--- config.mk ---
export PLATFORM = sky130hd
export DESIGN_NAME = spart_rx
export DESIGN_NICKNAME = d
export VERILOG_FILES = /design/src/rtl/spart_rx.sv
export SDC_FILE = /design/constraint.sdc
export NUM_CORES = 1
export LEC_CHECK = 0
export CORE_MARGIN = 8
export CORE_UTILIZATION = 54
export CTS_CLUSTER_SIZE = 8
export DETAILED_ROUTE_END_ITERATION = 8
export GPL_ROUTABILITY_DRIVEN = 0
export PLACE_DENSITY = 0.77
export SYNTH_ARGS = -nofsm -noshare
export SYNTH_HDL_FRONTEND = slang
export SYNTH_SLANG_ARGS = --single-unit
--- constraint.sdc ---
create_clock -name clk -period 1.8 [get_ports clk]
set_clock_uncertainty 0.15 [all_clocks]
set_input_delay 0.18 -clock clk [delete_from_list [all_inputs] [get_ports clk]]
set_output_delay 0.18 -clock clk [all_outputs]
set_load 0.005 [all_outputs]
--- src/rtl/spart_rx.sv ---
// 8N1 serial receiver driven by an oversampled baud enable. It holds one received
// byte with its data-available, framing-error and overrun flags.
module spart_rx #(
    parameter int OVERSAMPLE = 16
) (
    input  logic       clk,
    input  logic       rst_n,
    input  logic       rx_baud_en,
    input  logic       rxd,
    input  logic       rd_en,
    output logic [7:0] rx_data,
    output logic       rda,
    output logic       framing_err,
    output logic       overrun
);

    localparam int CW = (OVERSAMPLE > 2) ? $clog2(OVERSAMPLE) : 1;
    // The start bit is sampled on the tick that brings the count to OVERSAMPLE/2-1.
    localparam logic [CW-1:0] START_LAST = CW'(OVERSAMPLE / 2 - 2);
    localparam logic [CW-1:0] BIT_LAST   = CW'(OVERSAMPLE - 1);

    typedef enum logic [1:0] {IDLE, START, DATA, STOP} state_t;

    state_t        state_q, state_d;
    logic [1:0]    sync_q, sync_d;
    logic [CW-1:0] cnt_q, cnt_d;
    logic [2:0]    bit_idx_q, bit_idx_d;
    logic [7:0]    shift_q, shift_d;
    logic          armed_q, armed_d;
    logic [7:0]    rx_data_q, rx_data_d;
    logic          rda_q, rda_d;
    logic          ferr_q, ferr_d;
    logic          ovr_q, ovr_d;
    logic          rxd_s;
    logic          byte_done;

    assign sync_d = {sync_q[0], rxd};
    assign rxd_s  = sync_q[1];

    always_ff @(posedge clk or negedge rst_n) begin
        if (!rst_n) begin
            state_q   <= IDLE;
            sync_q    <= 2'b11;
            cnt_q     <= '0;
            bit_idx_q <= '0;
            shift_q   <= '0;
            armed_q   <= 1'b1;
            rx_data_q <= '0;
            rda_q     <= 1'b0;
            ferr_q    <= 1'b0;
            ovr_q     <= 1'b0;
        end else begin
            state_q   <= state_d;
            sync_q    <= sync_d;
            cnt_q     <= cnt_d;
            bit_idx_q <= bit_idx_d;
            shift_q   <= shift_d;
            armed_q   <= armed_d;
            rx_data_q <= rx_data_d;
            rda_q     <= rda_d;
            ferr_q    <= ferr_d;
            ovr_q     <= ovr_d;
        end
    end

    // armed_q drops after a low stop sample so a held break yields a single frame.
    always_comb begin
        state_d   = state_q;
        cnt_d     = cnt_q;
        bit_idx_d = bit_idx_q;
        shift_d   = shift_q;
        armed_d   = armed_q;
        if (rx_baud_en) begin
            case (state_q)
                IDLE: begin
                    if (!rxd_s && armed_q) begin
                        state_d = START;
                        cnt_d   = '0;
                    end else if (rxd_s) begin
                        armed_d = 1'b1;
                    end
                end
                START: begin
                    if (cnt_q == START_LAST) begin
                        cnt_d     = '0;
                        bit_idx_d = '0;
                        state_d   = rxd_s ? IDLE : DATA;
                    end else begin
                        cnt_d = cnt_q + 1'b1;
                    end
                end
                DATA: begin
                    if (cnt_q == BIT_LAST) begin
                        cnt_d     = '0;
                        shift_d   = {rxd_s, shift_q[7:1]};
                        bit_idx_d = bit_idx_q + 1'b1;
                        if (bit_idx_q == 3'd7) state_d = STOP;
                    end else begin
                        cnt_d = cnt_q + 1'b1;
                    end
                end
                STOP: begin
                    if (cnt_q == BIT_LAST) begin
                        cnt_d   = '0;
                        state_d = IDLE;
                        armed_d = rxd_s;
                    end else begin
                        cnt_d = cnt_q + 1'b1;
                    end
                end
                default: state_d = IDLE;
            endcase
        end
    end

    assign byte_done = rx_baud_en && (state_q == STOP) && (cnt_q == BIT_LAST);

    // A completing byte takes priority over a coincident read.
    always_comb begin
        rx_data_d = rx_data_q;
        rda_d     = rda_q;
        ferr_d    = ferr_q;
        ovr_d     = ovr_q;
        if (byte_done) begin
            if (!rda_q || rd_en) begin
                rx_data_d = shift_q;
                rda_d     = 1'b1;
                ferr_d    = !rxd_s;
                ovr_d     = 1'b0;
            end else begin
                ovr_d = 1'b1;
            end
        end else if (rd_en) begin
            rda_d  = 1'b0;
            ferr_d = 1'b0;
            ovr_d  = 1'b0;
        end
    end

    assign rx_data     = rx_data_q;
    assign rda         = rda_q;
    assign framing_err = ferr_q;
    assign overrun     = ovr_q;

endmodule

## After elaboration in Yosys (flattened, before gate mapping)

Cells that the tools add are included.

| word-level totals | value |
|---|---|
| bits of input ports | 5 |
| flip-flop bits (word level) | 31 |
| logic and storage cells | 69 |
| output and inout bits | 11 |

| cells by class | value |
|---|---|
| add/sub/neg operators | 2 |
| reductions and logical operators | 18 |
| multiplexer cells | 25 |
| equality and inequality tests | 14 |

Operators by type and width:

| kind | number |
|---|---|
| $ne A2 B2 Y1 const B | 7 |
| $mux W2 | 6 |
| $mux W4 | 3 |
| $pmux W4 S3 | 1 |
| $mux W1 | 10 |
| $pmux W2 S4 | 1 |
| $mux W3 | 2 |
| $pmux W3 S2 | 1 |
| $reduce_and A2 Y1 | 3 |
| $reduce_and A6 Y1 | 1 |
| $reduce_bool A2 Y1 | 3 |
| $reduce_and A5 Y1 | 1 |
| $add A4 B1 Y4 const B | 1 |
| $eq A2 B2 Y1 const B | 2 |
| $eq A4 B3 Y1 const B | 1 |
| $eq A4 B4 Y1 const B | 1 |
| $reduce_and A4 Y1 | 1 |
| $add A3 B1 Y3 const B | 1 |
| $eq A3 B3 Y1 const B | 1 |
| $logic_and A1 B1 Y1 | 3 |
| $reduce_and A3 Y1 | 1 |
| $eq A2 B1 Y1 const B | 1 |
| $logic_not A1 Y1 | 2 |
| $logic_not A2 Y1 | 1 |
| 4 further kinds | 4 |

## Logic depth before layout (Yosys ltp)

Gate-level depths: netlist of the first run.

| logic depth | value |
|---|---|
| word-level depth | 5 |
| depth in mapped cells | 6 |
| mapped depth without buffers | 6 |

## Least setup slack after synthesis of the first run

No wires, ideal clock.

| timing path | value |
|---|---|
| kind | register -> register |
| start | register cnt_q[1] |
| end | register rx_data_q[0], in the netlist rx_data[0] |
| path buffers | 1 |
| slack | 0.144 ns |
| setup time | 0.125 ns |
| data arrival time | 1.380 ns |
| stages on the path, launching flop included | 6 |
| required time | 1.525 ns |
| cell sequence | dfrtp_1 > ha_1 > and4_4 > and3_1 > buf_4 > mux2_4 |

| on the way | value |
|---|---|
| cells in the longest elaborated chain, start to end | 3 |

Ends and longest elaborated chain:

| item | RTL line | source |
|---|---|---|
| from (decl) | 26 | `logic [CW-1:0] cnt_q, cnt_d;` |
| from (signal assigned) | 55 | `cnt_q <= cnt_d;` |
| $eq A4 B4 Y1 | 116 | `assign byte_done = rx_baud_en && (state_q == STOP) && (cnt_q == BIT_LAST);` |
| $logic_and A1 B1 Y1 | 116 |  |
| $reduce_and A2 Y1 (no line) | - |  |
| to (signal assigned) | 59 | `rx_data_q <= rx_data_d;` |
| to (decl) | 30 | `logic [7:0] rx_data_q, rx_data_d;` |

No other way between the ends.
A chain may end at the register's enable or synchronous reset.

## Worst setup path in the final report of the first run

| timing path | value |
|---|---|
| start | register cnt_q[0] |
| end | register cnt_q[3] |

| on the way | value |
|---|---|
| cells in the longest elaborated chain, start to end | 3 |
| elaborated cells on any way between the ends | 6 |
| classes of those cells | add/sub: 1; eq/ne: 2; mux: 3 |

Ends and longest elaborated chain:

| item | RTL line | source |
|---|---|---|
| $add A4 B1 Y4 (tied with other cells) | 89, 99, 108 |  |
| $mux W4 (on tied branches) | 93, 103, 84 |  |
| $pmux W4 S3 * | 74 | `case (state_q)` |

Mark *: on every way between the ends. The rest lies on a longest branch, timed or not.

==> results of run 1 <==
## cell type report
cell class	instances	share of cell area, %
multi-input cells	89	36.5
well taps	31	2.22
clock buffers	8	3.94
inverters	7	1.51
flip-flops and latches	31	44.7
repair buffers	21	11.2
## layer usage
| metal | vias up | routed length, um |
|---|---|---|
| met5 | - | 0 |
| met4 | 0 | 32 |
| met3 | 4 | 112 |
| met2 | 16 | 1410 |
| met1 | 510 | 1140 |
| li1 | 491 | - |
## power groups by stage
stage	registers (W)	logic [W]	clock network [W]
after CTS	0.000906	0.000421	0.000462
after floorplan	0.000871	0.000367	0
after detailed placement	0.000921	0.000419	0
final	0.000909	0.000425	0.000451
after global placement	0.000911	0.000391	0
after global routing	0.000928	0.000482	0.000508
## timing repair
item	CTS	global route
setup endpoints to repair	0	16
resized for setup	0	3
endpoints found under the hold margin	0	0
## worst max-delay path: stages (launching register included)
cell	delay (ns)
dfrtp_1	0.39
inv_1	0.08
ha_1	0.22
and4bb_4	0.22
a2111oi_4	0.37
a21oi_2	0.10
o21ai_2	0.12
## flip-flops by register name (all words and copies together), names as in the netlist, named ones only
| signal | count |
|---|---|
| sync_q | 2 |
| rda | 1 |
| rx_data | 8 |
| shift_q | 8 |
| framing_err | 1 |
| armed_q | 1 |
| bit_idx_q | 3 |
| state_q | 1 |
| overrun | 1 |
| cnt_q | 4 |
## placed cells by master (no fill, tap or decap), types with 2 or more instances in the layout
master and count:
buf_4 6, clkbuf_4 5, clkbuf_8 2, clkdlybuf4s50_1 15, dfrtp_1 28, dfstp_2 3
ha_1 3, inv_1 7, mux2_2 4, mux2_4 4, mux2i_1 5, nand2_1 34
nand3_1 4, nor2_1 2, nor2b_1 3, o21ai_0 6, o41ai_1 2
## final timing paths
| kind | to |
|---|---|
| setup / recovery | cnt_q[3] |
| hold / removal | overrun |
| setup reg to reg | cnt_q[3] |
| hold reg to reg | sync_q[1] |
| max in group asynchronous | sync_q[0] |
| min in group clk | sync_q[0] |
## kinds of logic after synthesis
group,count (synthesis)
adders and majority gates,4
AOI/OAI and AO/OA,17
DFF,31
muxes,13
buffers and inverters,11
and+or+nand+nor,55
## per-stage QoR
stage	util, %	area, um^2	worst slack, ns	std cells
global route	65.6	1750	-0.00761	187
floorplan	-	1460	0.144	131
detailed placement	62.5	1660	0.00587	179
global placement	62.5	1660	0.0602	179
finish	65.6	1750	0.0874	187
CTS	65.1	1730	0.0188	187
==> metrics.txt, run 1 <==
area leader, netlist dfrtp_1; CTS tree done; GR peak layer met2; number of inserted diodes 0; Detail Route Antenna Nets 0; Initial Util 54.9%; #FFs+latches synth 31; xor and xnor fraction of the mapped netlist area 0%; initial antenna violation count 0; Die Span X 68.0 um; Synth Area in Compound Gates 9.85%; Mapped Nets 140; Worst-Margin Slew 0.461 ns; Post-CTS Setup Repair Bufs 0; Synth Flop Type dfrtp_1; pin count of the biggest net entering global routing 32; CORE AREA 2660 um^2; largest family of logic cells by synthesized area simple AND/OR/NAND/NOR gates; per-cell routed wire length 14.4 um; Max Buffers Root-to-Sink 2; Synth Area in Simple Gates 18.8%; worst vdd ir 0.969 mV; post-synthesis cell area 1460 um^2; total number of yosys warnings 0; Pwr Density 1020 nW/um^2; clk root buf clkbuf_4; Hold Fails Final Rpt 0; H-tree depth 2; relative slew slack 69.0%; Core Rows 19; mux contribution to synthesized area 10.6%; Die Footprint 4630 um^2; Int Power 0.00122 W; # clock sinks 31; CP max FO 4; Yosys cell types 37; Final nets 164; register area 779 um^2; Multi-input gate area 637 um^2; Commonest cells post-synth nand2_1 (34), dfrtp_1 (28), inv_1 (7), o21ai_0 (6), mux2i_1 (5); post-synthesis adder-cell area fraction 3.42%; Area growth, synth to finish 19.4%; Switch Pwr 0.000560 W; crit path kind reg -> reg; Final TNS setup 0 ns; Final Max Tran Viols 0; top cells by area, synth dfrtp_1 (48%), nand2_1 (8.7%), dfstp_2 (5.4%); top-area cell type share of the netlist area 47.9%; Post-synth ARST share 100%; Hold Buf Count CTS 0; sequential power share 50.9%; Arr. time, crit path 1.81 ns; initial drt markers 43; Post-Syn Instances 131; Via density 5.46; WHS 0.0976 ns; unrepaired setup endpoints after global routing true; GR Util met3 6.22%; final period utilization 95.1%; met2 GRT Util 21.9%; R2R cell count 6; DP HPWL 2.02 mm; CTS clk-pin slew, worst paths 0.09 ns; CP Capture Type flip-flop; Comb pwr share 23.8%; # DRC 0; Seq/Total Area, Yosys 53.3%; Post-synth EDFFs 0; fmax 0.584 GHz; count leader, synth nand2_1; status finished, final reports clean; Leakage 0.841 nW; Port Buffers 15; flop2flop setup slack 0.09 ns; final setup fails 0; I/O pin cnt 16; Hold WC Path Type in -> async; MaxCap Viol Count 0; total track usage 13.4%; CP Launch Point cnt_q[0]; R2R Path Start cnt_q[0]; vias after detailed routing 1,021; clk_lat worst skew 0.32 ns; CTS buffer count 5; Fillers 212; overall power 0.00178 W; DR pass1 iterations 4; share of post-route cells with drive strength above 1 23.7%; global-route wire length before repair 4.67 mm; total grt overflow 0; Mean Syn Cell Area 11.2 um^2; required time worst endpoint 1.90 ns; nature of the critical path startpoint flip-flop; sw frac 31.4%; Final min period 1.71 ns; Routed WL 2.69 mm; vias in the first global route 1,053; M1 GR Usage 14.6%; clock share of power 25.3%; die height 68.0 um
(Power assumes the default switching activity.)
==> inputs of run 2 (changes only) <==
- CAP_MARGIN: unset -> 20
==> results of run 2 <==
Same layout as run 1: the final DEF is identical, and so are final timing and power.
